$ cat src/rtl/instruction_fetch.sv
// instruction_fetch: fetch stage owning the program counter and the IF/ID register.
// Drives readAddress to instruction memory and registers the returned word with its PC.
// Handles stall, branch/jump redirect with a one-bubble flush, and end-of-program halt.
// Optional feature macro: BOUNDS_CHECK_EN adds the HALT state and the window comparison
// against MEM_WORDS*4; without it, halted is tied low and the pc runs freely.

module instruction_fetch #(
    parameter logic [31:0] RESET_PC  = 32'd0,
    parameter int          MEM_WORDS = 6
) (
    input  logic        clock,
    input  logic        reset,
    input  logic        stall,
    input  logic        branchTaken,
    input  logic [31:0] branchTarget,
    input  logic [31:0] instruction,
    output logic [31:0] readAddress,
    output logic [31:0] pcOut,
    output logic [31:0] instructionOut,
    output logic        valid,
    output logic        halted
);

`ifdef BOUNDS_CHECK_EN
    typedef enum logic [0:0] {
        FETCH = 1'b0,
        HALT  = 1'b1
    } fetchState_t;

    localparam logic [31:0] FETCH_LIMIT = 32'(MEM_WORDS * 4);
`else
    typedef enum logic [0:0] {
        FETCH = 1'b0
    } fetchState_t;
`endif

    fetchState_t state;
    logic [31:0] pc;
    logic [31:0] nextPc;
    logic [31:0] alignedTarget;

    // Sequential pc increment and word-aligned redirect address.
    assign nextPc        = pc + 32'd4;
    assign alignedTarget = branchTarget & ~32'd3;
    assign readAddress   = pc;

`ifdef BOUNDS_CHECK_EN
    logic haltedReg;
    logic targetOutOfRange;
    logic nextOutOfRange;

    // Window checks: a redirect or a sequential step leaving the loaded program halts fetch.
    assign targetOutOfRange = (alignedTarget >= FETCH_LIMIT);
    assign nextOutOfRange   = (nextPc >= FETCH_LIMIT);
    assign halted           = haltedReg;

    // Fetch state machine: reset, then redirect, then halt check under stall, then normal fetch.
    always_ff @(posedge clock) begin
        if (reset) begin
            pc             <= RESET_PC;
            pcOut          <= 32'd0;
            instructionOut <= 32'd0;
            valid          <= 1'b0;
            haltedReg      <= 1'b0;
            state          <= FETCH;
        end else if (branchTaken) begin
            pc             <= alignedTarget;
            pcOut          <= 32'd0;
            instructionOut <= 32'd0;
            valid          <= 1'b0;
            if (targetOutOfRange) begin
                state     <= HALT;
                haltedReg <= 1'b1;
            end else begin
                state     <= FETCH;
                haltedReg <= 1'b0;
            end
        end else begin
            case (state)
                FETCH: begin
                    if (!stall) begin
                        instructionOut <= instruction;
                        pcOut          <= pc;
                        valid          <= 1'b1;
                        pc             <= nextPc;
                        if (nextOutOfRange) begin
                            state     <= HALT;
                            haltedReg <= 1'b1;
                        end
                    end
                end
                HALT: begin
                    valid          <= 1'b0;
                    instructionOut <= 32'd0;
                end
                default: begin
                    state <= FETCH;
                end
            endcase
        end
    end
`else
    assign halted = 1'b0;

    // Fetch state machine without bounds checking: reset, then redirect, then stall, then fetch.
    always_ff @(posedge clock) begin
        if (reset) begin
            pc             <= RESET_PC;
            pcOut          <= 32'd0;
            instructionOut <= 32'd0;
            valid          <= 1'b0;
            state          <= FETCH;
        end else if (branchTaken) begin
            pc             <= alignedTarget;
            pcOut          <= 32'd0;
            instructionOut <= 32'd0;
            valid          <= 1'b0;
            state          <= FETCH;
        end else begin
            case (state)
                FETCH: begin
                    if (!stall) begin
                        instructionOut <= instruction;
                        pcOut          <= pc;
                        valid          <= 1'b1;
                        pc             <= nextPc;
                    end
                end
                default: begin
                    state <= FETCH;
                end
            endcase
        end
    end
`endif

endmodule

$ cat config.mk
export PLATFORM = sky130hd
export DESIGN_NAME = instruction_fetch
export DESIGN_NICKNAME = d
export VERILOG_FILES = /design/src/rtl/instruction_fetch.sv
export SDC_FILE = /design/constraint.sdc
export NUM_CORES = 1
export LEC_CHECK = 0
export CAP_MARGIN = 0
export CORE_MARGIN = 2
export CORE_UTILIZATION = 39
export DETAILED_ROUTE_END_ITERATION = 10
export PLACE_DENSITY = 0.77
export SLEW_MARGIN = 0
export SYNTH_ARGS = -nofsm -noshare
export SYNTH_HDL_FRONTEND = slang
export SYNTH_SLANG_ARGS = --single-unit
$ cat constraint.sdc
create_clock -name clock -period 1.97 [get_ports clock]
set_input_delay 0.591 -clock clock [delete_from_list [all_inputs] [get_ports clock]]
set_output_delay 0.591 -clock clock [all_outputs]
set_load 0.02 [all_outputs]
* Word level (Yosys, flattened, before mapping)
Cells that the tools add are included.
Storage, ports and cells: memory bits (writable) 0, input bits 68, memories 0, bits in registers 97, output and inout port bits 98, latch bits 0, bits in read-only memories 0
Cells by class: muxes and demuxes 2, shifts and indexed selects 0, add/sub/neg operators 1, bitwise operators 0, order comparisons 0, equal/unequal tests 1, reduce and logical (&&, ||, !) cells 1, div/mod/pow operators 0, $mul 0
Operators by type and width (count):
- 32-bit two-way mux | 2
- 32-bit by 3-bit adder with 32-bit output (second input constant) | 1
- 2-bit by 1-bit != test with 1-bit output (second input constant) | 1
- 2-bit OR reduction | 1

* Logic depth before layout (Yosys ltp)
word-level depth 3, depth in mapped cells 6

* Worst setup path before layout
OpenSTA, ideal clock, no wires.
kind register to register, start point register pc[2] (netlist: readAddress[2]), end point register pc[22] (netlist: readAddress[22]), path buffers 0, required time 1.879 ns, path slack -0.206 ns, cell stages (with the launch flop) 6, data arrival time 2.085 ns, library setup time 0.091 ns, clock period less this slack 2.176 ns, cells stage by stage dfxtp_1 -> ha_1 -> nand4b_2 -> or3_4 -> or4_1 -> a311oi_1
On the way: cells in the longest elaborated chain, start to end 3
Ends and longest elaborated chain:
- start, declared | RTL line 38 | logic [31:0] pc;
- start signal, assigned | RTL line 114 | pc <= alignedTarget;
- start signal, assigned | RTL line 126 | pc <= nextPc;
- 32-bit by 3-bit adder with 32-bit output | RTL line 43 | assign nextPc = pc + 32'd4;
- 32-bit two-way mux | RTL line 122 | if (!stall) begin
- 32-bit two-way mux | RTL line 113 | end else if (branchTaken) begin
Every way passes these cells. The select of a mux whose other input is x is not followed. A chain may end at the register's enable or synchronous reset.

* Worst setup path after layout
start point register pcOut[9], end point output port pcOut[9]
RTL lines:
- start, declared | RTL line 18 | output logic [31:0] pcOut,
- start signal, assigned | RTL line 124 | pcOut <= pc;
No word-level cell between the ends.

==> flow_metrics.tcl <==
set metrics [dict create \
    critPathSlowestCell "clkdlybuf4s50_1" \
    crit_required_ns 1.38 \
    cts_root_buf "clkbuf_8" \
    ys_ff_latch 93 \
    path_max_fanout 2 \
    min_from "valid" \
    numPortBuffers 158 \
    h-tree-depth 3 \
    synth-edff-count 0 \
    cpLargestDelayFamily "buffers and inverters" \
    synth_area_leaders "dfxtp_1 (46%), mux2i_1 (15%), nor2_1 (8.4%), a211oi_1 (2.2%), a311oi_1 (2.2%)" \
    ir_drop_v 0.000327 \
    ys_seq_area_frac 0.462 \
    antenna_found_initial 0 \
    area_growth_pct 55.9 \
    synth_top_cell_area_share 0.462 \
    drive_gt1_frac 0.148 \
    die_w_microns 106 \
    synth_top_family_by_area "simple AND/OR/NAND/NOR gates" \
    synth_flop_cell "dfxtp_1" \
    setup_violations 0 \
    yosysMostFrequentCell "dfxtp_1" \
    firstDrtPassIters 4 \
    final_util 0.617 \
    cts.sinks 93 \
    die-area_sq_um 11200 \
    vias 3926 \
    synth.area.mux_share 0.152 \
    cts_made_buffers 9 \
    worstSetupPathType "reg2out" \
    clk_pin_slew_worst_paths_ns 0.09 \
    finClkSkew_ns 0.0101 \
    fin_nets 698 \
    avgSynthCellArea_sq_um 9.20 \
    critPathBufInv 1 \
    cpPeakStageDelay_ns 0.61 \
    remaining_drc_errors 0 \
    synth_warnings 0 \
    fin_tns_setup_ns 0 \
    maxCapViolCount 0 \
    synth_compound_area_frac 0.0925 \
    total_power_mw 3.97 \
    routed_wirelength_mm 11.6 \
    synth_area_sq_um 4030 \
    rows 37 \
    grt_pass1_wl_mm 18.9 \
    synth-simple-area-share 0.222 \
    synthAdderAreaFrac 0.00310 \
    yosys.area.top_type "dfxtp_1" \
    hold_violations 0 \
    fmax_mhz 519 \
    grt_pass1_vias 3911 \
    via_per_inst 5.10 \
    crit-reg2reg-launch "readAddress[4]" \
    die_y_microns 106 \
    final_min_period_over_clock_period 0.977 \
    crit_chain "clkdlybuf4s50_1" \
    post_dp_cell_area_sq_um 6080 \
    p_leak_nw 2.69 \
    start_kind "flop" \
    synthTopCellsByCount "dfxtp_1 (93), nor2_1 (90), mux2i_1 (61)" \
    synth_cells 438 \
    fin_area_sq_um 6280 \
    place.gp.congestion 0.853 \
    wl_per_cell_microns 15.0 \
    hold_path_class "reg2reg" \
    io_pins 166 \
    drtIter0Drc 148 \
    fin_crit_ns 1.93 \
    clk_latency_ns 0.37 \
    gr-total-overflow 0 \
    initial_core_util 0.396 \
    async_reset_ff_frac 0 \
    cts_tree "yes" \
    synth_xor_area_frac 0.0239 \
    status "finished clean" \
    slew_violations 0 \
    clock_path_buffers 2 \
    track_usage 0.209 \
    yosys.cell_types.count 47 \
    grt_start_max_net_pins 37 \
    cp-end-kind "output port" \
    place_hpwl_mm 8.61 \
    startpoint "pcOut[9]" \
    cp.arrival_ns 1.33 \
    p_per_area_nw_per_um2 631 \
    ant_nets 0 \
    diodes 0 \
    coreArea_sq_um 10200 \
    post_cts_buffers 0 \
]
==> cell usage in the layout, fill, tap and decap left out, types with 4 or more instances in the layout <==
cell type        synthesis  routed
or3_1                    7       7
mux2i_1                 61      61
a21oi_1                  9       9
nor2_1                  90      90
dlygate4sd2_1            0      28
dfxtp_2                  0      11
clkbuf_8                 0      11
o21ai_0                  7       7
inv_1                    7       7
dfxtp_1                 93      80
or4_1                    4       4
nand4_1                  7       7
a211oi_1                12      12
o31ai_1                  4       4
nor4_1                   9       9
nor3_1                   6       5
nand3_1                 10      10
xnor2_1                  8       8
a311oi_1                10       8
conb_1                   1       5
nand3b_1                 4       4
clkdlybuf4s50_1          0     119
nand2_1                 19      19
buf_4                    5      49
dlymetal6s2s_1           0      10
==> flip-flops by register name, summed over array words and instances, names as in the netlist <==
register / count
instructionOut: 32
valid: 1
pcOut: 30
readAddress: 30
==> final cells by class <==
class,instances,area [sq um]
Sequential cell,93,1880
Clock buffer,13,159
Fill cell,877,3900
Clock inverter,3,20.0
Tap cell,136,170
Timing Repair Buffer,209,1990
Inverter,7,26.3
Multi-Input combinational cell,309,2030
==> where the power goes <==
group | total (mW) | leakage (nW) | internal, mW | switching [mW]
registers | 2.04 | 0.766 | 1.96 | 0.0817
clock network | 1.19 | 0.0857 | 0.527 | 0.662
logic | 0.734 | 1.84 | 0.380 | 0.354
==> cells by family (layout without fill, tap and decap cells) <==
kind of cell             after synthesis  after routing
XOR/XNOR                              11             11
AO/OA/AOI/OAI                         53             53
multiplexers                          61             61
other                                  1              5
adder cells (fa/ha/maj)                1              1
buffers and inverters                 40            232
AND/OR/NAND/NOR                      178            178
flip-flops                            93             93
==> worst register-to-register path, stage by stage, from the launching register on <==
cell and delay [ns]:
dfxtp_2 0.40, nand4_4 0.12, or4_4 0.61, or4_1 0.44, a311oi_2 0.25
==> worst paths after layout <==
path / slack (ns) / cells after the start / end
setup / recovery: 0.04 / 1 / pcOut[9]
hold / removal: 0.46 / 2 / valid
setup reg to reg: 0.05 / 4 / readAddress[21]
hold reg to reg: 0.46 / 2 / valid
==> through the flow <==
stage,hold slack [ns],std cells,worst slack [ns]
floorplan,0.526,442,-0.0112
global placement,0.438,754,-0.174
detailed placement,0.447,754,-0.231
CTS,0.458,770,0.00683
global route,0.493,770,-0.00562
finish,0.457,770,0.0446
==> routing by layer <==
layer / global-route usage / vias up / share of wire
li1: - / 1925 / -
met1: 0.257 / 1856 / 0.43
met2: 0.352 / 133 / 0.48
met3: 0.0643 / 12 / 0.074
met4: 0.0592 / 0 / 0.013
met5: 0 / - / 0
==> repair_timing <==
action,CTS,global route
hold buffers,0,0
pin swaps,0,1
gates resized for setup,28,19
setup endpoints to repair,28,16
Note: power is estimated with default switching activity, not from simulation.
